File: config.mk
export PLATFORM = sky130hd
export DESIGN_NAME = load_align_unit
export DESIGN_NICKNAME = d
export VERILOG_FILES = /design/src/rtl/load_align_unit.sv
export SDC_FILE = /design/constraint.sdc
export NUM_CORES = 1
export LEC_CHECK = 0
export BUFFER_PORTS_ARGS = -buffer_cell sky130_fd_sc_hd__buf_2
export CAP_MARGIN = 40
export CELL_PAD_IN_SITES_DETAIL_PLACEMENT = 1
export CELL_PAD_IN_SITES_GLOBAL_PLACEMENT = 1
export CORE_MARGIN = 3
export CORE_UTILIZATION = 41
export CTS_BUF_LIST = sky130_fd_sc_hd__clkbuf_8
export CTS_CLUSTER_DIAMETER = 200
export DETAILED_ROUTE_END_ITERATION = 10
export PLACE_DENSITY_LB_ADDON = 0.1
export SLEW_MARGIN = 15
export SYNTH_ARGS = -nofsm -noshare
export SYNTH_HDL_FRONTEND = slang
export SYNTH_SLANG_ARGS = --single-unit
File: constraint.sdc
create_clock -name clk -period 4 [get_ports clk]
set_input_delay 0.2 -clock clk [delete_from_list [all_inputs] [get_ports clk]]
set_output_delay 0.2 -clock clk [all_outputs]
set_load 0.01 [all_outputs]
File: src/rtl/load_align_unit.sv
// Load alignment unit: fetches one or two memory words, extracts the addressed bytes and extends them.
// Build option LOAD_ALIGN_SPLIT_EN: word-crossing loads run as two beats; otherwise they fault as misaligned.
module load_align_unit #(
    parameter int XLEN = 32
) (
    input  logic            clk,
    input  logic            rst_n,
    input  logic            req_valid,
    output logic            req_ready,
    input  logic [XLEN-1:0] req_addr,
    input  logic [2:0]      req_funct3,
    input  logic [4:0]      req_rd,
    output logic            mem_req,
    output logic [XLEN-1:0] mem_addr,
    input  logic            mem_gnt,
    input  logic            mem_rvalid,
    input  logic [XLEN-1:0] mem_rdata,
    output logic            rsp_valid,
    input  logic            rsp_ready,
    output logic [XLEN-1:0] rsp_data,
    output logic [4:0]      rsp_rd,
    output logic            rsp_illegal,
    output logic            rsp_misaligned
);
    localparam int NB   = XLEN / 8;
    localparam int OFFW = $clog2(NB);

    // state | meaning
    // IDLE  | ready for a request
    // REQ0  | first word requested, waiting for grant
    // WAIT0 | first word granted, waiting for read data
    // REQ1  | second word requested (crossing loads, split build only)
    // WAIT1 | second word granted, waiting for read data
    // RESP  | result presented until writeback accepts it
    typedef enum logic [2:0] {
        IDLE, REQ0, WAIT0,
`ifdef LOAD_ALIGN_SPLIT_EN
        REQ1, WAIT1,
`endif
        RESP
    } state_t;

    function automatic logic f3_illegal(input logic [2:0] f3);
        return (f3 == 3'b111) || ((XLEN == 32) && ((f3 == 3'b011) || (f3 == 3'b110)));
    endfunction

    function automatic logic crosses(input logic [OFFW-1:0] off, input logic [1:0] sz);
        logic [4:0] span;
        span = 5'(off) + (5'd1 << sz);
        return span > 5'(NB);
    endfunction

    function automatic logic [XLEN-1:0] extend(input logic [2:0] f3, input logic [XLEN-1:0] raw_w);
        case (f3)
            3'b000:  return XLEN'($signed(raw_w[7:0]));
            3'b100:  return XLEN'(raw_w[7:0]);
            3'b001:  return XLEN'($signed(raw_w[15:0]));
            3'b101:  return XLEN'(raw_w[15:0]);
            3'b010:  return XLEN'($signed(raw_w[31:0]));
            3'b110:  return XLEN'(raw_w[31:0]);
            3'b011:  return raw_w;
            default: return '0;
        endcase
    endfunction

    state_t            state_q, state_d;
    logic [XLEN-1:0]   addr_q;
    logic [2:0]        f3_q;
    logic [4:0]        rd_q;
    logic              accept;
    logic              load_rsp;
    logic [XLEN-1:0]   rsp_data_d;
    logic [4:0]        rsp_rd_d;
    logic              ill_d;
    logic [OFFW-1:0]   off_q;
    logic [XLEN-1:0]   word_addr;
    logic [2*XLEN-1:0] pair;
    logic [XLEN-1:0]   raw;
    logic [XLEN-1:0]   ext;

    assign off_q     = addr_q[OFFW-1:0];
    assign word_addr = {addr_q[XLEN-1:OFFW], {OFFW{1'b0}}};
    assign raw       = XLEN'(pair >> {off_q, 3'b000});
    assign ext       = extend(f3_q, raw);
    assign rsp_valid = (state_q == RESP);

`ifdef LOAD_ALIGN_SPLIT_EN
    logic [XLEN-1:0] w0_q;
    logic            capture_w0;
    logic            cross_q;

    assign cross_q        = crosses(off_q, f3_q[1:0]);
    assign pair           = (state_q == WAIT1) ? {mem_rdata, w0_q} : {{XLEN{1'b0}}, mem_rdata};
    assign rsp_misaligned = 1'b0;

    always_ff @(posedge clk or negedge rst_n) begin
        if (!rst_n) begin
            w0_q <= '0;
        end else if (capture_w0) begin
            w0_q <= mem_rdata;
        end
    end
`else
    logic mis_d;
    logic rsp_mis_q;

    assign pair           = {{XLEN{1'b0}}, mem_rdata};
    assign rsp_misaligned = rsp_mis_q;

    always_ff @(posedge clk or negedge rst_n) begin
        if (!rst_n) begin
            rsp_mis_q <= 1'b0;
        end else if (load_rsp) begin
            rsp_mis_q <= mis_d;
        end
    end
`endif

    always_comb begin
        state_d    = state_q;
        req_ready  = 1'b0;
        mem_req    = 1'b0;
        mem_addr   = '0;
        accept     = 1'b0;
        load_rsp   = 1'b0;
        rsp_data_d = '0;
        rsp_rd_d   = rd_q;
        ill_d      = 1'b0;
`ifdef LOAD_ALIGN_SPLIT_EN
        capture_w0 = 1'b0;
`else
        mis_d      = 1'b0;
`endif
        case (state_q)
            IDLE: begin
                req_ready = 1'b1;
                if (req_valid) begin
                    accept   = 1'b1;
                    rsp_rd_d = req_rd;
                    if (f3_illegal(req_funct3)) begin
                        state_d  = RESP;
                        load_rsp = 1'b1;
                        ill_d    = 1'b1;
                    end
`ifndef LOAD_ALIGN_SPLIT_EN
                    else if (crosses(req_addr[OFFW-1:0], req_funct3[1:0])) begin
                        state_d  = RESP;
                        load_rsp = 1'b1;
                        mis_d    = 1'b1;
                    end
`endif
                    else begin
                        state_d = REQ0;
                    end
                end
            end
            REQ0: begin
                mem_req  = 1'b1;
                mem_addr = word_addr;
                if (mem_gnt) state_d = WAIT0;
            end
            WAIT0: begin
                if (mem_rvalid) begin
`ifdef LOAD_ALIGN_SPLIT_EN
                    if (cross_q) begin
                        state_d    = REQ1;
                        capture_w0 = 1'b1;
                    end else begin
                        state_d    = RESP;
                        load_rsp   = 1'b1;
                        rsp_data_d = ext;
                    end
`else
                    state_d    = RESP;
                    load_rsp   = 1'b1;
                    rsp_data_d = ext;
`endif
                end
            end
`ifdef LOAD_ALIGN_SPLIT_EN
            REQ1: begin
                mem_req  = 1'b1;
                mem_addr = word_addr + XLEN'(NB);
                if (mem_gnt) state_d = WAIT1;
            end
            WAIT1: begin
                if (mem_rvalid) begin
                    state_d    = RESP;
                    load_rsp   = 1'b1;
                    rsp_data_d = ext;
                end
            end
`endif
            RESP: begin
                if (rsp_ready) state_d = IDLE;
            end
            default: state_d = IDLE;
        endcase
    end

    always_ff @(posedge clk or negedge rst_n) begin
        if (!rst_n) begin
            state_q     <= IDLE;
            addr_q      <= '0;
            f3_q        <= '0;
            rd_q        <= '0;
            rsp_data    <= '0;
            rsp_rd      <= '0;
            rsp_illegal <= 1'b0;
        end else begin
            state_q <= state_d;
            if (accept) begin
                addr_q <= req_addr;
                f3_q   <= req_funct3;
                rd_q   <= req_rd;
            end
            if (load_rsp) begin
                rsp_data    <= rsp_data_d;
                rsp_rd      <= rsp_rd_d;
                rsp_illegal <= ill_d;
            end
        end
    end
endmodule
Yosys cells after proc, flatten, opt, wreduce, memory -nomap -nowiden:

Index checks and enable logic that the tools add are counted.

* $add $sub $neg: 1
* magnitude comparators: 1
* equality and inequality tests: 16
* shifts and indexed selects: 2
* multiplexer cells: 28
* reductions and logical operators: 6

Operators by type and width (count)
* 32-bit case mux with 5 select lines: 1
* 32-bit two-way mux: 3
* 32-bit by 5-bit >> shifter with 32-bit output: 1
* 3-bit by 2-bit == test with 1-bit output (second input constant): 5
* 3-bit == test (second input constant): 5
* 1-bit two-way mux: 14
* 3-bit two-way mux: 4
* 3-bit case mux with 4 select lines: 1
* 5-bit two-way mux: 2
* 3-bit by 1-bit == test with 1-bit output (second input constant): 2
* 3-bit logical NOT: 2
* 2-bit inequality test (second input constant): 3
* 2-bit by 5-bit adder with 5-bit output: 1
* 5-bit by 3-bit greater-than comparator with 1-bit output (second input constant): 1
* 1-bit by 2-bit left shift with 5-bit output (first input constant): 1
* 2-bit two-way mux: 2
* 4-bit AND reduction: 1
* 3-bit OR reduction: 1
* 1-bit logical OR: 2
* 2-bit by 1-bit inequality test with 1-bit output (second input constant): 1
* 1-bit case mux with 2 select lines: 1

* register bits after elaboration: 82
* input port bits: 78
* output and inout bits: 74
* logic and storage cells: 62

Logic depth before layout (Yosys ltp):

* word-level depth: 7
* depth in mapped cells: 10
* depth with buffers taken out: 8

Worst setup path after synthesis:

OpenSTA, ideal clock, no wires.

* path type: in2reg
* start: input req_funct3[1]
* end: register rsp_rd[0]
* library setup time: 123 ps
* arrival: 2101 ps
* required time: 3877 ps
* setup slack: 1776 ps
* stages: 8
* buffers on the path: 1
* cells stage by stage: buf_2 > or2b_1 > inv_1 > ha_1 > a211o_1 > a221o_2 > a22o_2 > o221a_2

* longest elaborated chain between the ends: 7
* elaborated cells between the ends (all ways): 12
* classes of those cells: 1 x add/sub; 1 x order compare; 3 x eq/ne; 1 x shift; 4 x mux; 2 x reduce/logical

Ends and longest elaborated chain
* start: declaration: line 11 `input logic [2:0] req_funct3,`
* 1-bit by 2-bit left shift with 5-bit output: line 49 `span = 5'(off) + (5'd1 << sz);`
* 2-bit by 5-bit adder with 5-bit output: line 49
* 5-bit by 3-bit greater-than comparator with 1-bit output: line 50 `return span > 5'(NB);`
* 1-bit two-way mux: line 146 `else if (crosses(req_addr[OFFW-1:0], req_funct3[1:0])) begin`
* 1-bit two-way mux *: line 140 `if (f3_illegal(req_funct3)) begin`
* 1-bit two-way mux *: line 137 `if (req_valid) begin`
* 1-bit case mux with 2 select lines *: line 134 `case (state_q)`
* end signal: assignment: line 219 `rsp_rd <= rsp_rd_d;`
* end: declaration: line 21 `output logic [4:0] rsp_rd,`

Mark *: on every way between the ends. The rest lies on a longest branch, timed or not.
A chain may end at the register's enable or synchronous reset.

Final worst setup path:

* start: register state_q[0]
* end: register rsp_data[31]

* longest elaborated chain between the ends: 2
* elaborated cells between the ends (all ways): 4
* classes of those cells: 1 x eq/ne; 2 x mux; 1 x reduce/logical

Ends and longest elaborated chain
* start: declaration: line 66 `state_t state_q, state_d;`
* start signal: assignment: line 211 `state_q <= state_d;`
* 3-bit by 2-bit == test with 1-bit output or 3-bit logical NOT (tied branches): line 134
* 1-bit case mux with 2 select lines or 32-bit two-way mux (tied branches): line 134
* end signal: assignment: line 218 `rsp_data <= rsp_data_d;`
* end: declaration: line 20 `output logic [XLEN-1:0] rsp_data,`

Several ways; a longest one is shown, not always the timed one.

==> results by group <==
Clocking
  – Root Buffer: clkbuf_8
  – CTS buffer count: 9
  – Clock transition at the registers of the reported paths: about 90 ps
  – Latest clock arrival within the worst-skew pair: approximately 340 ps
  – Post_cts resized: 0
  – Hold-fix buffers, CTS: 1
  – CTS tree: done
  – Post-CTS Setup Bufs: 0
  – Maximum root-to-sink buffer count: 2
  – Sink Count: 81
  – Htree depth: 3

Placement
  – Input/output buffers: about 150
  – Post-place instance area: approximately 4900 um2
  – Placed instance count: between 600 and 700
  – Pre-CTS WS: between 1000 and 1500 ps
  – Placed wire-length estimate: between 8000 and 9000 um
  – Final Wtd Congestion: just over 0.8

GRT
  – Grt ovf: 0
  – Gr usage total: 0.216
  – Global-route wire length before repair: slightly below 20000 um
  – Pin count of the biggest net entering global routing: 48
  – Initial antenna violation count: 0
  – Vias in the first global route: 3852

Timing
  – Setup-failing EPs final: 0
  – Final Worst Setup Slack: about 1200 ps
  – Maximum clock rate: 353 MHz
  – Clk_skew: approximately 12 ps
  – RSZ-0062 raised after global routing: no
  – Final period util: 0.708
  – Worst Max-Slew Pin Slew: roughly 730 ps
  – Max Slew Vio Count: 0
  – TNS Setup: 0 ps
  – Hold_ws: around 41 ps
  – Relative slew slack: 0.510
  – Fin. Hold Viols: 0
  – Fin crit period: approximately 2800 ps

Floorplanning
  – Full die area: around 11000 um2
  – Core area: between 9000 and 10000 um2
  – Die Wd: 106 um
  – Initial Util: 0.433
  – Die span in y: between 100 and 150 um
  – Row Count: 35
  – Top Ports: ~150

Routing
  – Final ANT Viol Nets: 0
  – Avg WL per Cell: ~17 um
  – DRC viols: 0
  – DR vias/cell: 5.32
  – Post-Route WL: 12000 um
  – Drt first pass iters: 4
  – Total number of vias: 3689
  – DRT iter0 DRCs: between 100 and 150

Final layout
  – Fin nets: 644
  – Post-route cell area: 5180 um2
  – Layout area overhead: 25.9%
  – # diodes: 0
  – Fin cells: 693
  – Filler cells: ~1100
  – Layout cells sized above 1: 0.371

Pwr
  – Peak supply drop: ~0.27 mV
  – Power per cell area: between 700 and 800 nW/um2
  – Static leakage: 0.00278 uW

Worst hold path
  – Hold worst-path end: addr_q[5]$_DFFE_PN0P_
  – Worst hold path depth: 3
  – Worst Min Path Start: req_addr[5]
  – Worst Hold Class: in -> reg

Setup path
  – R2R Path End: rsp_data[31]$_DFFE_PN0P_
  – Reg2reg setup slack: around 1200 ps
  – Critical path class: reg -> reg
  – CP Data Required Time: between 4000 and 5000 ps
  – CP Cell Sequence: inv_1, ha_1, nand2_1, a2111oi_4, nor2b_1, a221o_2
  – Worst-path fanout max: 13
  – Arrival @ worst endpoint: 3110 ps
  – Critical Path Start Type: register
  – Setup crit end kind: register
  – Reg2reg path depth: 6
  – Critical path's slowest cell: a2111oi_4
  – CP peak stage delay: 740 ps
  – Reg-to-Reg Start: state_q[0]$_DFFE_PN0P_

Logic synthesis
  – Post-Synthesis Cells: between 400 and 500
  – Synth Area per Inst: approximately 9.8 um2
  – Post-synthesis sequential area ratio: 0.493
  – Synth Flop Type: dfrtp_1
  – Asr flop ratio synth: 1.00
  – Mapped cell area: between 4000 and 5000 um2
  – #FFs+latches synth: 81
  – Distinct cells, synth: 47
  – Post-synth EDFFs: 0
  – Yosys Warn Count: 0

Status
  – Status: completed

Run
  – Max_cap viols: 0
## worst max-delay path: cells and delay by family (launching register included)
kind / cells / cell delay, ps
flip-flops: 1 / 430
buffers and inverters: 1 / 110
AO/OA/AOI/OAI: 2 / 1020
adder cells (fa/ha/maj): 1 / 220
AND/OR/NAND/NOR: 2 / 1000
## per-stage QoR
| stage | power, uW | utilization |
|---|---|---|
| 6_report | 3740 | 0.545 |
| 5_1_grt | 4040 | 0.545 |
| 4_1_cts | 3760 | 0.542 |
| 3_5_place_dp | 3160 | 0.521 |
| 3_3_place_gp | 3040 | 0.515 |
| 2_1_floorplan | 2550 | - |
## state kept, by name, indices dropped and copies added (netlist names)
signal	cells
rsp_rd	5
rsp_data	32
addr_q	32
rsp_illegal	1
rsp_misaligned	1
rd_q	5
state_q	2
f3_q	3
## worst max-delay path by stage
stage	start	depth (start not counted)	slack, ps	end
floorplan	req_funct3[1]	8	1780	rsp_rd[0]$_DFFE_PN0P_
global route	state_q[0]$_DFFE_PN0P_	6	1010	rsp_data[31]$_DFFE_PN0P_
global placement	req_funct3[1]	8	1340	rsp_data[12]$_DFFE_PN0P_
detailed placement	req_funct3[1]	9	1210	rsp_data[20]$_DFFE_PN0P_
finish	state_q[0]$_DFFE_PN0P_	6	1170	rsp_data[31]$_DFFE_PN0P_
CTS	state_q[0]$_DFFE_PN0P_	6	1210	rsp_data[29]$_DFFE_PN0P_
## layout by cell type, fill, tap and decap left out, types with 8 or more instances in the layout
cell      instances
mux2i_1          18
dfrtp_1          81
clkbuf_8          9
a22o_1            8
and2_1           31
buf_2           148
a221o_2          22
nand2_1         136
o21ai_0          20
inv_1            10
## layer usage
metal | track usage | wire length [um] | vias to the layer above
li1 | - | - | 1716
met1 | 0.284 | 5310 | 1844
met2 | 0.363 | 5930 | 113
met3 | 0.0352 | 636 | 16
met4 | 0.0703 | 127 | 0
met5 | 0 | 0 | -
## cell families after synthesis
family | count (synthesis) | share of synthesized area
compound gates | 76 | 0.164
buf+inv | 37 | 0.0447
mux | 25 | 0.0630
fa+ha+maj | 7 | 0.0231
xor+xnor | 1 | 0.00213
other cells | 1 | 0.000912
simple gates | 192 | 0.209
flops | 81 | 0.493
## cell type report
cell class,instances,area [um2],area share
flip-flops and latches,81,2030,0.392
multi-input cells,303,1910,0.368
repair buffers,157,866,0.167
well taps,129,161,0.0312
clock buffers,9,124,0.0239
clock inverters,7,65.1,0.0126
inverters,7,26.3,0.00508
## synth_stat cells (2+ instances only)
master	number	area share
nand2_1	136	0.12
dfrtp_1	81	0.49
and2_1	32	0.049
a221o_2	22	0.060
o21ai_0	20	0.024
mux2i_1	18	0.044
clkbuf_1	13	0.012
a22o_1	8	0.017
buf_2	7	0.0085
inv_1	7	0.0064
mux2_2	7	0.019
ha_1	6	0.018
nand2b_1	5	0.0076
o221a_2	5	0.014
or3_1	5	0.0076
a21oi_1	3	0.0036
buf_4	3	0.0055
buf_6	3	0.0082
nor2_1	3	0.0027
nor2b_1	3	0.0046
a211o_1	2	0.0043
a221o_1	2	0.0049
buf_1	2	0.0018
clkbuf_2	2	0.0024
nor4_1	2	0.0030
o21a_1	2	0.0036
## report_power, final
part	leakage [uW]	switching [uW]	internal, uW
Combinational	0.00165	953	780
Clock	0.0000992	304	283
Sequential	0.00103	240	1180
Total	0.00278	1500	2250
Note: power is estimated with default switching activity, not from simulation.
